`src/rtl/lsu_read_bank_arbiter.sv`:
```
// lsu_read_bank_arbiter: per-cycle bank-conflict arbiter in front of the 8x8 read crossbar.
// Grants at most one LSU per bank per cycle, registers conflict-free {sel, Ren} words,
// tracks bank latency for response strobes and counts refused requests.
// Build option: define ARB_RR_EN for per-bank round-robin; without it the highest-index
// candidate wins (same order as the crossbar's own priority) and no pointers exist.
module lsu_read_bank_arbiter #(
  parameter int BANK_LAT = 1,
  parameter int R_Q      = 4
) (
  input  logic           clk,
  input  logic           rst,
  input  logic [7:0]     lsu_req_vld,
  input  logic [23:0]    lsu_req_bank,
  output logic [7:0]     lsu_req_rdy,
  output logic [R_Q-1:0] LSU_R_req_0,
  output logic [R_Q-1:0] LSU_R_req_1,
  output logic [R_Q-1:0] LSU_R_req_2,
  output logic [R_Q-1:0] LSU_R_req_3,
  output logic [R_Q-1:0] LSU_R_req_4,
  output logic [R_Q-1:0] LSU_R_req_5,
  output logic [R_Q-1:0] LSU_R_req_6,
  output logic [R_Q-1:0] LSU_R_req_7,
  output logic [7:0]     lsu_rsp_vld,
  output logic [15:0]    conflict_cnt
);

  logic [7:0][7:0] win_oh;     // one-hot winning LSU per bank
  logic [7:0]      bank_busy;  // bank has at least one candidate this cycle
  logic [2:0]      idle_bank;
  logic [R_Q-1:0]  req_q [8];
  logic [R_Q-1:0]  req_d [8];
  logic [7:0]      ren_vec;
  logic [7:0]      rsp_sr_q [BANK_LAT];
  logic [15:0]     cnt_q;
  logic [15:0]     cnt_d;

  for (genvar gi = 0; gi < 8; gi++) begin : g_bank
    logic [7:0] cand;
    logic [2:0] win;

    // Candidate set: valid LSUs whose bank field selects this bank
    always_comb begin
      cand = '0;
      for (int n = 0; n < 8; n++) begin
        cand[n] = lsu_req_vld[n] && (lsu_req_bank[3*n +: 3] == 3'(gi));
      end
    end

`ifdef ARB_RR_EN
    logic [2:0] rr_q;
    logic [2:0] rr_d;

    // Winner is the first candidate at or after the pointer, wrapping 7 -> 0
    always_comb begin
      logic       found;
      logic [2:0] idx;
      win   = '0;
      found = 1'b0;
      idx   = '0;
      for (int off = 0; off < 8; off++) begin
        idx = rr_q + 3'(off);
        if (!found && cand[idx]) begin
          win   = idx;
          found = 1'b1;
        end
      end
    end

    // Pointer moves just past the winner; idle banks keep their pointer
    always_comb begin
      rr_d = rr_q;
      if (|cand) rr_d = win + 3'd1;
    end

    // Round-robin pointer register
    always_ff @(posedge clk or posedge rst) begin
      if (rst) rr_q <= '0;
      else     rr_q <= rr_d;
    end
`else
    // Fixed priority: highest-index candidate wins, mirroring the crossbar order
    always_comb begin
      win = '0;
      for (int n = 0; n < 8; n++) begin
        if (cand[n]) win = 3'(n);
      end
    end
`endif

    assign bank_busy[gi] = |cand;
    assign win_oh[gi]    = (|cand) ? (8'd1 << win) : 8'd0;
  end

  // Grant vector: union of per-bank winners (each LSU names one bank, so no overlap)
  always_comb begin
    lsu_req_rdy = '0;
    for (int b = 0; b < 8; b++) begin
      lsu_req_rdy = lsu_req_rdy | win_oh[b];
    end
  end

  // Lowest bank nobody is reading this cycle; parked words point there harmlessly
  always_comb begin
    idle_bank = '0;
    for (int b = 7; b >= 0; b--) begin
      if (!bank_busy[b]) idle_bank = 3'(b);
    end
  end

  // Next crossbar words: granted LSUs read their bank, others park on the idle bank
  always_comb begin
    for (int n = 0; n < 8; n++) begin
      if (lsu_req_rdy[n]) req_d[n] = {lsu_req_bank[3*n +: 3], 1'b1};
      else                req_d[n] = {idle_bank, 1'b0};
    end
  end

  // Crossbar request word registers
  always_ff @(posedge clk or posedge rst) begin
    if (rst) begin
      for (int n = 0; n < 8; n++) req_q[n] <= '0;
    end else begin
      for (int n = 0; n < 8; n++) req_q[n] <= req_d[n];
    end
  end

  // Ren bits of the registered words enter the latency pipe
  always_comb begin
    for (int n = 0; n < 8; n++) ren_vec[n] = req_q[n][0];
  end

  // Bank-latency shift register; reset drops every in-flight strobe at once
  always_ff @(posedge clk or posedge rst) begin
    if (rst) begin
      for (int i = 0; i < BANK_LAT; i++) rsp_sr_q[i] <= '0;
    end else begin
      rsp_sr_q[0] <= ren_vec;
      for (int i = 1; i < BANK_LAT; i++) rsp_sr_q[i] <= rsp_sr_q[i-1];
    end
  end

  // Saturating sum of refused requests (vld high, rdy low)
  always_comb begin
    logic [16:0] sum;
    sum = {1'b0, cnt_q};
    for (int n = 0; n < 8; n++) begin
      sum = sum + 17'(lsu_req_vld[n] & ~lsu_req_rdy[n]);
    end
    cnt_d = sum[16] ? 16'hFFFF : sum[15:0];
  end

  // Conflict counter register
  always_ff @(posedge clk or posedge rst) begin
    if (rst) cnt_q <= '0;
    else     cnt_q <= cnt_d;
  end

  assign LSU_R_req_0  = req_q[0];
  assign LSU_R_req_1  = req_q[1];
  assign LSU_R_req_2  = req_q[2];
  assign LSU_R_req_3  = req_q[3];
  assign LSU_R_req_4  = req_q[4];
  assign LSU_R_req_5  = req_q[5];
  assign LSU_R_req_6  = req_q[6];
  assign LSU_R_req_7  = req_q[7];
  assign lsu_rsp_vld  = rsp_sr_q[BANK_LAT-1];
  assign conflict_cnt = cnt_q;

endmodule

```
`config.mk`:
```
export PLATFORM = sky130hd
export DESIGN_NAME = lsu_read_bank_arbiter
export DESIGN_NICKNAME = d
export VERILOG_FILES = /design/src/rtl/lsu_read_bank_arbiter.sv
export SDC_FILE = /design/constraint.sdc
export NUM_CORES = 1
export LEC_CHECK = 0
export BUFFER_PORTS_ARGS = -buffer_cell sky130_fd_sc_hd__buf_2
export CORE_MARGIN = 2
export CORE_UTILIZATION = 58
export DETAILED_ROUTE_END_ITERATION = 6
export PLACE_DENSITY = 0.95
export SKIP_CTS_REPAIR_TIMING = 1
export SYNTH_ARGS = -nofsm -noshare
export SYNTH_HDL_FRONTEND = slang
export SYNTH_SLANG_ARGS = --single-unit
```
`constraint.sdc`:
```
create_clock -name clk -period 7.2 [get_ports clk]
set_input_delay 1.08 -clock clk [delete_from_list [all_inputs] [get_ports clk]]
set_output_delay 1.08 -clock clk [all_outputs]
set_load 0.01 [all_outputs]
```
Word-level counts from Yosys, hierarchy flattened
Cells that the tools add are included.
{"block": "word_totals", "ff_bits": 56, "input_bits": 34, "output_inout_bits": 64, "word_cells": 266}
{"block": "classes", "reduce_logical": 80, "bitwise_logic": 23, "shifts": 8, "muxes": 81, "n_addsub": 8, "n_eq_ne": 56}
{"operator": "two-way mux 3 bit", "n": 55}
{"operator": "AND 1 x 17 -> 17 bit", "n": 8}
{"operator": "NOT 1 -> 17 bit", "n": 8}
{"operator": "adder 17 bit", "n": 7}
{"operator": "== test 3 bit (second input constant)", "n": 32}
{"operator": "logical AND 1 bit", "n": 64}
{"operator": "two-way mux 8 bit", "n": 8}
{"operator": "OR reduction 8 bit", "n": 8}
{"operator": "<< shifter 1 x 3 -> 8 bit (first input constant)", "n": 8}
{"operator": "bitwise OR 8 bit", "n": 7}
{"operator": "== test 3 x 2 -> 1 bit (second input constant)", "n": 16}
{"operator": "two-way mux 4 bit", "n": 8}
{"operator": "== test 3 x 1 -> 1 bit (second input constant)", "n": 8}
{"operator": "zero test 3 bit", "n": 8}
{"operator": "adder 16 x 17 -> 17 bit", "n": 1}
{"operator": "two-way mux 16 bit", "n": 1}
{"operator": "two-way mux 1 bit", "n": 8}
{"operator": "two-way mux 2 bit", "n": 1}

Logic depth before layout (Yosys ltp)
Gate-level depths: netlist of run 1.
{"block": "depth", "depth_word": 29, "depth_mapped": 21, "mapped_depth_nobuf": 20}

Worst setup path after synthesis of run 1
OpenSTA, ideal clock, no wires.
{"block": "synth_path", "path_kind": "input to register", "startpoint": "input lsu_req_bank[19]", "endpoint": "register cnt_q[8], in the netlist conflict_cnt[8]", "arrival_ns": 6.247, "path_buffers": 2, "cell_stages": 20, "setup_time_ns": 0.142, "path_slack_ns": 0.810, "t_required_ns": 7.058, "path_cell_list": "buf_4 and4bb_2 or4_1 o22ai_1 a211oi_1 and3_1 fa_1 inv_1 fa_1 inv_1 fa_1 fa_1 fa_1 a21o_1 a21oi_1 nor3_1 and2_1 nand4_1 clkbuf_1 o21ai_0"}
{"block": "synth_via", "elab_chain_cells": 24, "elab_cells_between_ends": 88, "cone_classes": "add/sub: 8; eq/ne: 7; shift: 8; mux: 25; bitwise: 23; reduce/logical: 17"}
{"element": "from (decl)", "line_no": "13", "rtl": "input logic [23:0] lsu_req_bank,"}
{"element": "== test 3 x 1 -> 1 bit / zero test 3 bit (equally long branches)", "line_no": "45", "rtl": "cand[n] = lsu_req_vld[n] && (lsu_req_bank[3*n +: 3] == 3'(gi));"}
{"element": "logical AND 1 bit", "line_no": "45"}
{"element": "two-way mux 3 bit (2 in series)", "line_no": "85", "rtl": "if (cand[n]) win = 3'(n);"}
{"element": "<< shifter 1 x 3 -> 8 bit", "line_no": "91", "rtl": "assign win_oh[gi] = (|cand) ? (8'd1 << win) : 8'd0;"}
{"element": "two-way mux 8 bit", "line_no": "91"}
{"element": "bitwise OR 8 bit (6 in series)", "line_no": "98", "rtl": "lsu_req_rdy = lsu_req_rdy | win_oh[b];"}
{"element": "bitwise OR 8 bit (*)", "line_no": "98"}
{"element": "NOT 1 -> 17 bit", "line_no": "147", "rtl": "sum = sum + 17'(lsu_req_vld[n] & ~lsu_req_rdy[n]);"}
{"element": "AND 1 x 17 -> 17 bit", "line_no": "147"}
{"element": "adder 16 x 17 -> 17 bit", "line_no": "147"}
{"element": "adder 17 bit (6 in series)", "line_no": "147"}
{"element": "adder 17 bit (*)", "line_no": "147"}
{"element": "two-way mux 16 bit (*)", "line_no": "149", "rtl": "cnt_d = sum[16] ? 16'hFFFF : sum[15:0];"}
{"element": "named net cnt_d[8]", "line_no": "35", "rtl": "logic [15:0] cnt_d;"}
{"element": "to (signal assigned)", "line_no": "155", "rtl": "else cnt_q <= cnt_d;"}
{"element": "to (decl)", "line_no": "34", "rtl": "logic [15:0] cnt_q;"}
Mark *: on every way through the listed nets, which the timed path passes. The rest lies on a longest branch.

Worst setup path in the final report of run 1
{"block": "layout_path", "startpoint": "input lsu_req_bank[19]", "endpoint": "register cnt_q[13], in the netlist conflict_cnt[13]"}
Same word-level chain as after synthesis.

==> flow_summary.toml, run 1 <==
[worst_setup_path]
timing.critical_path.arrival_ps = 6760
category_of_the_worst_setup_path_launch_point = "input pin"
crit_path_end_kind = "flop"
slowest_stage = "sky130_fd_sc_hd__or4_1"
cpPeakStageDelay_ps = 580
setup.worst_path.class = "in -> reg"
crit_buf_inv = 3
critical_path.cell_chain = "buf_2 -> and4bb_2 -> or4_1 -> o22ai_1 -> a211oi_1 -> and3_1 -> fa_1 -> inv_1 -> fa_1 -> inv_1 -> fa_1 -> fa_1 -> fa_1 -> a21o_1 -> a21oi_1 -> nor3_1 -> and2_1 -> nand4_1 -> nand3_1 -> o21a_1"
critical_path.max_fanout = 13
timing.critical_path.required_ps = 7410
largest_delay_share_family_worst_path = "adder cells"
cpMostUsedCell = "sky130_fd_sc_hd__fa_1"

[cells_and_area]
count_of_nets_after_finishing = 543
flow.area_growth_from_synthesis_pct = 12.6
post_route_cells_drive_above_1_share_pct = 26.7
final_cells = 576
antenna_cells = 0

[pwr]
leakagePower_nw = 2.14
power.density_mw_per_mm2 = 240
irDropWorstVdd_mv = 0.0848

[synth]
combined_area_of_all_synthesized_cells_mm2 = 0.00392
yosysUniqueCellTypes = 67
synth.yosys.seq_area_share_pct = 35.8
yosys_register_bits = 56
synth_edf_count = 0
synth_cells = 424
postSynthAreaPerCell_um2 = 9.23
ys_async_sr_fraction_pct = 100
synth-warning-count = 0
synth_fp_nets = 469
synthFlopType = "sky130_fd_sc_hd__dfrtp_1"

[run]
drv.max_cap_violation_count = 0

[global_routing]
grt_pass1_wl_mm = 16.4
grt_antenna_before_repair = 0
grt_pass1_vias = 3299
grt_overflow = 0
global_route.usage.total_pct = 28.2
largest_net_degree_at_the_start_of_global_routing = 57

[placement]
gp_congestion = 0.966
port_buffer_cells = 97
dpl.cell_count = 568
detailed_place_hpwl_mm = 8.21

[timing]
fmaxAchievable_ghz = 0.153
finalWorstPathRequiredPeriod_ps = 6550
worst_clock_skew_ps = 5.82
relSlewSlack_pct = 49.0
setup_repair_after_global_routing_missed_its_margin = "no"
max_slew.worst_pin.slew_ps = 765
setup_tns_ps = 0
setup_violations = 0
hold_viol = 0
timing.final.max_slew_violations = 0
final.period_utilization_pct = 91.0

[die]
die-width_um = 86.2
design.die.area_mm2 = 0.00742
floorplan.initialDensity_pct = 61.0
die_extent_in_y_um = 86.2
core_area_mm2 = 0.00642
floorplan.io_pins = 98
row_count = 29

[clocking]
clk_pin_slew_ps = 100
cts_htree_levels = 2
clk-insertion-delay-late_ps = 310
number_of_buffers_created_by_cts = 5
clkSinkCount = 56
clk_path_buf_depth = 2
cts_tree = "yes"
ctsRootBufferMaster = "sky130_fd_sc_hd__clkbuf_8"

[route]
viasPerCell = 6.40
detail-route-antenna-nets = 0
drt-wirelength-per-cell_um = 18.4
first_iter_violations = 357
drc = 0
drt_pass1_iterations = 6
via_count = 3687
wirelength_mm = 10.6

[outcome]
status = "finished, final reports clean"

[worst_hold_path]
hold_path_class = "reg -> reg"
[final cells by class]
cell class	count	area (µm²)
fillers	527	2020
inverters	14	52.6
flip-flops and latches	56	1400
clock buffers	6	72.6
repair buffers	99	500
well taps	77	96.3
clock inverters	2	16.3
multi-input cells	322	2270
[sequential cells by signal, summed over array words and instances (netlist names)]
| register | cells |
|---|---|
| LSU_R_req_2 | 4 |
| conflict_cnt | 16 |
| LSU_R_req_5 | 4 |
| LSU_R_req_1 | 4 |
| LSU_R_req_3 | 4 |
| LSU_R_req_7 | 4 |
| LSU_R_req_6 | 4 |
| LSU_R_req_4 | 4 |
| LSU_R_req_0 | 4 |
| lsu_rsp_vld | 8 |
[final timing paths]
check | from | to | slack [ps] | cells after the start
max in group asynchronous | rst | lsu_rsp_vld[1] | 5780 | 3
min in group asynchronous | rst | LSU_R_req_4[3] | 950 | 3
worst max register to register | conflict_cnt[0] | conflict_cnt[13] | 2570 | 14
worst min-delay path | LSU_R_req_2[0] | lsu_rsp_vld[2] | 380 | 0
worst max-delay path | lsu_req_bank[19] | conflict_cnt[13] | 650 | 20
worst min register to register | LSU_R_req_2[0] | lsu_rsp_vld[2] | 380 | 0
[cells by family after synthesis]
family	share of synthesized area, %
and+or+nand+nor	33.0
AOI/OAI and AO/OA	12.8
DFF	35.8
buffers and inverters	6.30
muxes	4.83
xor gates and xnor gates	2.68
adders and majority gates	4.47
other	0.0958
[synthesized netlist by cell type, drive strengths merged (2+ instances only)]
| master | n | area (µm²) |
|---|---|---|
| a21o | 5 | 37.5 |
| a21oi | 13 | 65.1 |
| a22oi | 2 | 15.0 |
| a31oi | 2 | 12.5 |
| and2 | 3 | 18.8 |
| and3 | 5 | 31.3 |
| and4 | 2 | 17.5 |
| and4b | 3 | 30.0 |
| and4bb | 5 | 62.6 |
| buf | 23 | 159 |
| clkbuf | 9 | 35.0 |
| dfrtp | 56 | 1400 |
| fa | 5 | 100 |
| ha | 6 | 75.1 |
| inv | 14 | 52.6 |
| mux2 | 15 | 169 |
| mux2i | 2 | 20.0 |
| nand2 | 40 | 150 |
| nand2b | 16 | 100 |
| nand3 | 16 | 80.1 |
| nand3b | 2 | 15.0 |
| nand4 | 9 | 56.3 |
| nand4b | 13 | 114 |
| nand4bb | 7 | 78.8 |
| nor2 | 32 | 123 |
| nor2b | 7 | 43.8 |
| nor3 | 14 | 70.1 |
| nor3b | 4 | 30.0 |
| nor4 | 7 | 65.1 |
| nor4b | 7 | 61.3 |
| nor4bb | 6 | 81.3 |
| o211ai | 3 | 22.5 |
| o21a | 2 | 15.0 |
| o21ai | 22 | 110 |
| o221ai | 3 | 26.3 |
| o22ai | 10 | 62.6 |
| o31ai | 4 | 30.0 |
| or4 | 3 | 26.3 |
| xnor2 | 7 | 61.3 |
| xor2 | 5 | 43.8 |
[report_power, final]
part / leakage [nW] / switching [W] / internal, W
Clock: 0.0414 / 0.000105 / 0.0000696
Sequential: 0.705 / 0.0000337 / 0.000375
Combinational: 1.39 / 0.000267 / 0.000209
[layout by cell type, fill, tap and decap left out, types with 3 or more instances in the layout]
cell type / synthesis / final
sky130_fd_sc_hd__a21oi_1: 13 / 13
sky130_fd_sc_hd__nand4bb_1: 7 / 7
sky130_fd_sc_hd__fa_1: 5 / 5
sky130_fd_sc_hd__nor2b_1: 7 / 7
sky130_fd_sc_hd__a21o_1: 5 / 5
sky130_fd_sc_hd__xor2_1: 5 / 5
sky130_fd_sc_hd__nand4b_1: 13 / 13
sky130_fd_sc_hd__o31ai_1: 4 / 4
sky130_fd_sc_hd__o21ai_0: 18 / 18
sky130_fd_sc_hd__and3_1: 5 / 5
sky130_fd_sc_hd__o211ai_1: 3 / 3
sky130_fd_sc_hd__dfrtp_1: 56 / 56
sky130_fd_sc_hd__nor4bb_1: 4 / 4
sky130_fd_sc_hd__nor3b_1: 4 / 4
sky130_fd_sc_hd__nand3_1: 16 / 16
sky130_fd_sc_hd__and4b_1: 3 / 3
sky130_fd_sc_hd__xnor2_1: 7 / 7
sky130_fd_sc_hd__o221ai_1: 3 / 3
sky130_fd_sc_hd__o21ai_1: 4 / 4
sky130_fd_sc_hd__nor4_1: 5 / 5
sky130_fd_sc_hd__nor4b_1: 7 / 7
sky130_fd_sc_hd__ha_1: 6 / 6
sky130_fd_sc_hd__clkbuf_8: 0 / 5
sky130_fd_sc_hd__mux2_2: 10 / 10
sky130_fd_sc_hd__and4bb_2: 5 / 5
sky130_fd_sc_hd__nand2_1: 40 / 40
sky130_fd_sc_hd__nand2b_1: 16 / 16
sky130_fd_sc_hd__inv_1: 13 / 12
sky130_fd_sc_hd__nor3_1: 14 / 14
sky130_fd_sc_hd__nor2_1: 31 / 31
sky130_fd_sc_hd__buf_2: 10 / 97
sky130_fd_sc_hd__nand4_1: 9 / 9
sky130_fd_sc_hd__o22ai_1: 10 / 10
sky130_fd_sc_hd__mux2_1: 5 / 5
sky130_fd_sc_hd__and2_1: 3 / 3
[layer usage]
layer / wire [µm] / global-route usage, %
met1: 4470 / 40.3
met2: 4820 / 44.3
met3: 942 / 3.56
met4: 361 / 9.38
met5: 0 / 0
[stage by stage]
step                utilization (%)  hold slack (ps)  worst slack, ps  power, W  cell area [µm²]
floorplan                         -              416              810  0.000748             3920
global placement               67.2              352              497  0.000865             4320
detailed placement             67.2              358              342  0.000888             4320
CTS                            68.6              383              677   0.00106             4410
global route                   68.6              391              389   0.00113             4410
finish                         68.6              382              648   0.00106             4410
Power figures use the tool's default switching activity.
==> run 2: changes to the inputs <==
Settings changed: BUFFER_PORTS_ARGS -buffer_cell sky130_fd_sc_hd__buf_2 to unset, CORE_UTILIZATION 58 to 59, DONT_BUFFER_PORTS set to 1, PLACE_DENSITY 0.95 to 0.85.
==> run 2 against run 1 <==
Compared with the run above:
- cell area is 11% lower
- utilization is 7.3 points lower
- maximum frequency is 4.3% higher
- hold slack better by 64 ps
- sequential power is 9.6% higher
- cell count is 17% lower
- clock skew is 1.8 ps lower
- count of clock-buffer cells in the layout is 1 lower
- setup slack better by 270 ps
- power is 8.1% lower
- critical path type unchanged
- critical endpoint unchanged
- highest routed layer unchanged
==> flow_summary.toml, run 2 (synthesis gave the netlist of run 1 again) <==
[cells_and_area]
final_cell_mix = "56 x sky130_fd_sc_hd__dfrtp_1, 40 x sky130_fd_sc_hd__nand2_1, 31 x sky130_fd_sc_hd__nor2_1"
flow.area_growth_from_synthesis_pct = 0.0321
largest_register_ff_count = 16
post_route_cells_drive_above_1_share_pct = 8.98
design_area_mm2 = 0.00392
nFillCells = 551
count_of_nets_after_finishing = 445
layout.cells.most_common = "sky130_fd_sc_hd__dfrtp_1"
antenna_cells = 0
final_cells = 478

[placement]
port_buffer_cells = 0
dpl.cell_count = 470
placed_cell_area_mm2 = 0.00382
gp_congestion = 0.940
detailed_place_hpwl_mm = 8.05

[timing]
final.period_utilization_pct = 87.3
finalWorstPathRequiredPeriod_ps = 6280
worst_clock_skew_ps = 4.04
max_slew.worst_pin.slew_ps = 1090
relSlewSlack_pct = 27.3
timing.final.max_slew_violations = 0
setup_tns_ps = 0
setup_violations = 0
hold_viol = 0
fmaxAchievable_ghz = 0.159
setup_repair_after_global_routing_missed_its_margin = "no"

[worst_setup_path]
timing.critical_path.arrival_ps = 6490
critical_path.max_fanout = 13
setup.worst_path.class = "in -> reg"
endpoint = "conflict_cnt[13]"
worst_reg_to_reg_setup_slack_ps = 2570
reg2reg_from = "conflict_cnt[0]"
crit_path_end_kind = "flop"
cpPeakStageDelay_ps = 580
slowest_stage = "sky130_fd_sc_hd__or4_1"
cpMostUsedCell = "sky130_fd_sc_hd__fa_1"
category_of_the_worst_setup_path_launch_point = "input pin"
timing.critical_path.required_ps = 7400
startpoint = "lsu_req_bank[20]"
timing.rr.end = "conflict_cnt[13]"
critical_path.cell_chain = "and4bb_2 -> or4_1 -> o22ai_1 -> a211oi_1 -> and3_1 -> fa_1 -> inv_1 -> fa_1 -> inv_1 -> fa_1 -> fa_1 -> fa_1 -> a21o_1 -> a21oi_1 -> nor3_1 -> and2_1 -> nand4_1 -> nand3_1 -> o21a_1"
number_of_cells_on_the_worst_reg_to_reg_path = 14

[route]
wirelength_mm = 10.1
via_count = 3272
drt_pass1_iterations = 5
drc = 0
first_iter_violations = 261
detail-route-antenna-nets = 0
viasPerCell = 6.85
drt-wirelength-per-cell_um = 21.0

[global_routing]
global_route.usage.total_pct = 28.0
grt_antenna_before_repair = 0
largest_net_degree_at_the_start_of_global_routing = 57
grt_pass1_vias = 3037
grt_overflow = 0
grt_pass1_wl_mm = 16.1

[outcome]
status = "finished, final reports clean"

[pwr]
irDropWorstVdd_mv = 0.203
power.density_mw_per_mm2 = 249
leakagePower_nw = 1.72

[clocking]
cts_htree_levels = 2
clk-insertion-delay-late_ps = 310
cts_tree = "yes"
clkSinkCount = 56
clk_path_buf_depth = 2
clk_pin_slew_ps = 100
number_of_buffers_created_by_cts = 5
ctsRootBufferMaster = "sky130_fd_sc_hd__clkbuf_8"

[worst_hold_path]
hold_path_class = "reg -> reg"
min_path_cells = 0

[run]
drv.max_cap_violation_count = 0

[die]
floorplan.initialDensity_pct = 61.3
die_extent_in_y_um = 85.5
core_area_mm2 = 0.00639
design.die.area_mm2 = 0.00730
floorplan.io_pins = 98
row_count = 29
die-width_um = 85.5
-- run 2: worst min-delay path by stage --
stage	start	end
after floorplan	LSU_R_req_0[0]	lsu_rsp_vld[0]
after detailed placement	LSU_R_req_1[0]	lsu_rsp_vld[1]
after CTS	LSU_R_req_1[0]	lsu_rsp_vld[1]
final	LSU_R_req_4[0]	lsu_rsp_vld[4]
after global placement	LSU_R_req_7[0]	lsu_rsp_vld[7]
after global routing	LSU_R_req_1[0]	lsu_rsp_vld[1]
-- run 2: where the power goes --
| group | switching (W) | total [W] | internal (W) |
|---|---|---|---|
| Combinational | 0.000193 | 0.000357 | 0.000164 |
| Clock | 0.0000995 | 0.000169 | 0.0000698 |
| Sequential | 0.0000714 | 0.000447 | 0.000375 |
-- run 2: per-stage QoR --
| step | total power, W | util (%) | worst slack (ps) | hold slack, ps |
|---|---|---|---|---|
| floorplan | 0.000748 | - | 810 | 416 |
| global placement | 0.000791 | 59.9 | 734 | 426 |
| detailed placement | 0.000807 | 59.9 | 628 | 424 |
| CTS | 0.000976 | 61.3 | 938 | 450 |
| global route | 0.00104 | 61.3 | 520 | 463 |
| finish | 0.000973 | 61.3 | 916 | 447 |
-- run 2: metal layers --
metal | GRT usage [%] | share of wire, % | vias up | wire, µm
met3 | 5.54 | 8.6 | 20 | 869
met4 | 8.08 | 2.4 | 0 | 238
met2 | 44.3 | 47 | 188 | 4780
met1 | 39.2 | 42 | 1555 | 4180
met5 | 0 | 0 | - | 0
li1 | - | - | 1509 | -
-- run 2: cell type report --
type | instances | area, µm² | area share [%]
sequential | 56 | 1400 | 35.8
clock inverter | 3 | 22.5 | 0.575
clock buffer | 5 | 68.8 | 1.76
tap | 77 | 96.3 | 2.46
inverter | 14 | 52.6 | 1.34
timing repair buffer | 1 | 7.51 | 0.192
multi-input combinational | 322 | 2270 | 57.9
-- run 2: critical path, delay by kind of cell --
kind                     cells  cell delay, ps
adder cells (fa/ha/maj)      5            2420
AND/OR/NAND/NOR              7            1930
AO/OA/AOI/OAI                5             980
buffers and inverters        2             100
